**config.mk**
```make
export PLATFORM = sky130hd
export DESIGN_NAME = mem_wb_stage
export DESIGN_NICKNAME = d
export VERILOG_FILES = /design/src/rtl/mem_wb_stage.sv
export SDC_FILE = /design/constraint.sdc
export NUM_CORES = 1
export LEC_CHECK = 0
export BUFFER_PORTS_ARGS = -buffer_cell sky130_fd_sc_hd__buf_4
export CAP_MARGIN = 20
export CORE_ASPECT_RATIO = 1.1
export CORE_MARGIN = 2
export CORE_UTILIZATION = 25
export CTS_CLUSTER_DIAMETER = 60
export DETAILED_ROUTE_END_ITERATION = 12
export GPL_TIMING_DRIVEN = 0
export PLACE_DENSITY_LB_ADDON = 0.2
export SETUP_SLACK_MARGIN = 0.3
export SYNTH_ARGS = -nofsm -noshare
export SYNTH_HDL_FRONTEND = slang
export SYNTH_SLANG_ARGS = --single-unit
```
**constraint.sdc**
```tcl
create_clock -name clk -period 0.9 [get_ports clk]
set_input_delay 0.09 -clock clk [delete_from_list [all_inputs] [get_ports clk]]
set_output_delay 0.09 -clock clk [all_outputs]
set_load 0.02 [all_outputs]
```
**src/rtl/mem_wb_stage.sv**
```systemverilog
// MEM/WB pipeline register with sub-word load extraction and write-back mux.
// Optional retire counter enabled by defining MEM_WB_RETIRE_CNT_EN.
module mem_wb_stage #(
  parameter int BIG_ENDIAN = 0
) (
  input  logic        clk,
  input  logic        reset,
  input  logic        stall,
  input  logic        flush,
  input  logic        mem_valid,
  input  logic        mem_RegWrite,
  input  logic [4:0]  mem_WriteAddr,
  input  logic [1:0]  mem_MemtoReg,
  input  logic [2:0]  mem_LoadType,
  input  logic [31:0] mem_ALUOut,
  input  logic [31:0] mem_ReadData,
  input  logic [31:0] mem_PCplus4,
  output logic        RegWrite,
  output logic [4:0]  RF_WriteAddr,
  output logic [31:0] RF_WriteData,
`ifdef MEM_WB_RETIRE_CNT_EN
  output logic        wb_valid,
  output logic [31:0] retire_count
`else
  output logic        wb_valid
`endif
);

  localparam logic [2:0] LT_LH  = 3'd1;
  localparam logic [2:0] LT_LHU = 3'd2;
  localparam logic [2:0] LT_LB  = 3'd3;
  localparam logic [2:0] LT_LBU = 3'd4;

  localparam logic [1:0] WB_LOAD = 2'd1;
  localparam logic [1:0] WB_LINK = 2'd2;

  logic        r_we;
  logic        r_valid;
  logic [4:0]  r_addr;
  logic [31:0] r_data;

  logic [1:0]  w_byte_sel;
  logic        w_half_sel;
  logic [7:0]  w_byte;
  logic [15:0] w_half;
  logic [31:0] w_load;
  logic [31:0] w_wdata;
  logic        w_we;
  logic        w_hold;

  // big-endian numbers lanes from the MSB end
  assign w_byte_sel = (BIG_ENDIAN != 0) ? ~mem_ALUOut[1:0]
                                        : mem_ALUOut[1:0];
  assign w_half_sel = (BIG_ENDIAN != 0) ? ~mem_ALUOut[1]
                                        : mem_ALUOut[1];

  always_comb begin
    w_byte = 8'h00;
    unique case (w_byte_sel)
      2'd0: w_byte = mem_ReadData[7:0];
      2'd1: w_byte = mem_ReadData[15:8];
      2'd2: w_byte = mem_ReadData[23:16];
      2'd3: w_byte = mem_ReadData[31:24];
    endcase
  end

  assign w_half = w_half_sel ? mem_ReadData[31:16]
                             : mem_ReadData[15:0];

  always_comb begin
    w_load = mem_ReadData;
    case (mem_LoadType)
      LT_LH:   w_load = {{16{w_half[15]}}, w_half};
      LT_LHU:  w_load = {16'h0000, w_half};
      LT_LB:   w_load = {{24{w_byte[7]}}, w_byte};
      LT_LBU:  w_load = {24'h000000, w_byte};
      default: w_load = mem_ReadData;
    endcase
  end

  always_comb begin
    w_wdata = mem_ALUOut;
    case (mem_MemtoReg)
      WB_LOAD: w_wdata = w_load;
      WB_LINK: w_wdata = mem_PCplus4;
      default: w_wdata = mem_ALUOut;
    endcase
  end

  assign w_we   = mem_RegWrite & (mem_WriteAddr != 5'd0);
  assign w_hold = stall & ~flush;

  always_ff @(posedge clk or negedge reset) begin
    if (!reset) begin
      r_we    <= 1'b0;
      r_valid <= 1'b0;
      r_addr  <= 5'd0;
      r_data  <= 32'h0;
    end else if (w_hold) begin
      r_we    <= r_we;
      r_valid <= r_valid;
      r_addr  <= r_addr;
      r_data  <= r_data;
    end else if (flush || !mem_valid) begin
      r_we    <= 1'b0;
      r_valid <= 1'b0;
      r_addr  <= 5'd0;
      r_data  <= 32'h0;
    end else begin
      r_we    <= w_we;
      r_valid <= 1'b1;
      r_addr  <= mem_WriteAddr;
      r_data  <= w_wdata;
    end
  end

  assign RegWrite     = r_we;
  assign wb_valid     = r_valid;
  assign RF_WriteAddr = r_addr;
  assign RF_WriteData = r_data;

`ifdef MEM_WB_RETIRE_CNT_EN
  logic [31:0] r_retire_cnt;

  // counts the instruction leaving WB on this edge
  always_ff @(posedge clk or negedge reset) begin
    if (!reset) begin
      r_retire_cnt <= 32'h0;
    end else if (r_valid && !w_hold) begin
      r_retire_cnt <= r_retire_cnt + 32'd1;
    end
  end

  assign retire_count = r_retire_cnt;
`endif

endmodule

```
==> results.toml <==
[status]
status = "finished, violations left"
violations = "negative hold slack, negative setup slack"

[clock_tree]
clk_latency_ps = 280
clkTransAtPathRegs_ps = 70
cts_num_sinks = 39
cts_tree = "done"
cts_buffers = 5
cts_buffer_depth = 2
clk_root_buffer_cell = "clkbuf_16"
cts.htree.levels = 2

[cells_and_area]
n_antenna_cell = 0
syn2layout_area_growth_pct = 97.30
layout_common_cells = "buf_4 (138), buf_6 (58), dfrtp_1 (38)"
final_nets = 649
final_common_cell = "buf_4"
final_area_um2 = 5851
fin_cells = 686
drive_above_1_share_pct = 60.45
fillCellCount = 1061

[floorplanning]
die_h_um = 118.2
coreArea_um2 = 11540
start_util_pct = 25.69
rows = 41
die_area_um2 = 12750
die_w_um = 107.8
pin_count = 151

[synth]
synth_seq_cells = 39
synth_warnings = 0
synth_seq_area_share_pct = 32.91
synth_edf_count = 0
netlist_area_um2 = 2965
syn_nets = 446
ys.flop_type = "dfrtp_1"
syn_area_per_cell_um2 = 8.932
async_reset_ff_share_pct = 100.0
synthCells = 332
synthDistinctLibCells = 46

[sta]
max_freq_ghz = 0.7617
fin_ws_ps = -412.8
setup_viol = 60
clock-skew-final_ps = 0
rsz0062_at_grt = "true"
finalHoldViolCount = 40
tightest_slew_ps = 563.2
drv_slew = 0
period_needed_ps = 1313
fin_crit_sh_pct = 145.9
slew-limit-headroom_pct = 62.45
holdWs_ps = -208.3

[route]
route.vias.total = 3717
finalWirelength_um = 14220
avgViaCountPerCell = 5.418
dr.pass1.iters = 5
avgRoutedWirePerCell_um = 20.73
drc_errors = 0
antenna_left = 0
dr.first_iter.drc_count = 203

[global_routing]
antenna_found_initial = 0
grt_first_pass_wirelength_um = 21820
grt.overflow.total = 0
grt_pass1_vias = 4039
grt_util_all_layers_pct = 22.05
grt_max_degree = 40

[critical_path]
r2r_setup_slack_ps = -50
cpPeakStageDelay_ps = 530
critPathArrivalTime_ps = 1480
path_delay_family = "multiplexers"
crit_buf_inv = 2
worstPathRequired_ps = 1070
crit_type = "in2reg"
path_max_fanout = 4
critPathLaunchType = "input port"
end_kind = "flip-flop"
cp_slowest_cell = "mux4_2"
crit_chain = "buf_12 -> mux4_2 -> buf_6 -> or4_4 -> o2111ai_4 -> a211oi_2"

[placement]
gp_congestion = 0.8376
place_hpwl_um = 9882
port_buffers = 148
dpl_cell_area_um2 = 4410
dp_slack_ps = -1084
place_inst = 630

[power]
leakagePower_nw = 2.618
irDropWorstVdd_mv = 0.6092
p_per_area_nw_per_um2 = 1111

[job]
drv_cap = 0

[worst_hold_path]
hold_path_class = "in2async"
-- cell type report --
cell class | count | area [um^2] | area share, %
inverters | 4 | 22.52 | 0.3849
flip-flops and latches | 39 | 977.2 | 16.70
repair buffers | 197 | 1787 | 30.54
clock buffers | 7 | 152.6 | 2.609
plain buffers | 33 | 425.4 | 7.271
multi-input cells | 255 | 2291 | 39.16
well taps | 150 | 187.7 | 3.208
clock inverters | 1 | 7.507 | 0.1283
-- state kept, by name, summed over array words and instances (netlist names) --
name,count
wb_valid,1
RegWrite,1
RF_WriteAddr,5
RF_WriteData,32
-- logic make-up after synthesis --
| group | share of synthesized area [%] |
|---|---|
| AO/OA/AOI/OAI | 36.50 |
| AND/OR/NAND/NOR | 13.71 |
| flip-flops | 32.91 |
| buffers and inverters | 5.991 |
| multiplexers | 9.156 |
| XOR/XNOR | 0.8862 |
| adder cells (fa/ha/maj) | 0.8437 |
-- cells in the mapped netlist (2+ instances only) --
cell type | count | area (um^2)
buf_2 | 7 | 35.03
ha_1 | 2 | 25.02
a32oi_1 | 15 | 131.4
o22ai_1 | 16 | 100.1
nand2b_1 | 7 | 43.79
nand2_1 | 37 | 138.9
o21ai_0 | 18 | 90.09
o211ai_1 | 2 | 15.01
a21oi_1 | 16 | 80.08
buf_1 | 3 | 11.26
clkbuf_1 | 20 | 75.07
nor2_1 | 3 | 11.26
a22o_1 | 12 | 105.1
a211o_1 | 8 | 70.07
o21ai_1 | 9 | 45.04
dfrtp_1 | 39 | 975.9
o221ai_2 | 9 | 135.1
nor3b_1 | 2 | 15.01
nor3_1 | 16 | 80.08
mux2i_1 | 8 | 80.08
a221oi_1 | 8 | 70.07
or3_1 | 2 | 12.51
mux2_2 | 15 | 168.9
xnor2_1 | 2 | 17.52
nand3_1 | 8 | 40.04
o221ai_1 | 6 | 52.55
inv_1 | 3 | 11.26
buf_6 | 3 | 33.78
nor2b_1 | 3 | 18.77
a21o_1 | 2 | 15.01
a22oi_1 | 16 | 120.1
-- worst reg2reg max path, cell delays in order (launching register included) --
cell	delay (ps)
dfrtp_1	410
a221oi_1	310
a211oi_2	110
-- worst paths after layout --
| kind | startpoint | endpoint | cells past startpoint |
|---|---|---|---|
| setup / recovery | mem_ALUOut[1] | RF_WriteData[7]$_DFFE_PN0N_ | 6 |
| hold / removal | reset | RF_WriteData[6]$_DFFE_PN0N_ | 1 |
| setup reg to reg | RF_WriteData[7]$_DFFE_PN0N_ | RF_WriteData[7]$_DFFE_PN0N_ | 2 |
| hold reg to reg | wb_valid$_DFFE_PN0N_ | wb_valid$_DFFE_PN0N_ | 2 |
| max in group asynchronous | reset | RegWrite$_DFFE_PN0N_ | 1 |
| min in group clk | flush | RF_WriteData[7]$_DFFE_PN0N_ | 2 |
-- per-layer routing --
metal | part of all wire (%) | track usage (%) | wire (um) | vias up
met4 | 4.0 | 9.455 | 565 | 0
met3 | 5.9 | 3.806 | 845 | 39
met1 | 42 | 27.97 | 5910 | 1777
met2 | 49 | 36.44 | 6901 | 174
li1 | - | - | - | 1727
met5 | 0 | 0 | 0 | -
-- through the flow --
stage / power, mW / hold slack (ps) / TNS, ps / util (%)
CTS: 6.410 / -189.2 / -10490 / 49.42
finish: 6.498 / -208.3 / -10790 / 50.69
global route: 6.778 / -160.3 / -12960 / 50.69
global placement: 3.749 / 119.3 / -30130 / 38.21
detailed placement: 3.765 / 121.1 / -30270 / 38.21
floorplan: 2.876 / -205.6 / -15940 / -
-- timing repair --
action | in CTS | in global routing
setup endpoints to repair | 78 | 78
gates cloned | 4 | 0
resized for setup | 159 | 22
endpoints found under the hold margin | 40 | 40
pin swaps | 40 | 9
buffers inserted | 38 | 7
-- power breakdown --
| group | leakage, nW | switching, mW | internal [mW] |
|---|---|---|---|
| registers | 0.532 | 0.0650 | 1.84 |
| clock network | 0.0761 | 0.777 | 1.18 |
| logic | 2.01 | 1.25 | 1.39 |
| total | 2.62 | 2.09 | 4.41 |
(Power assumes the default switching activity.)
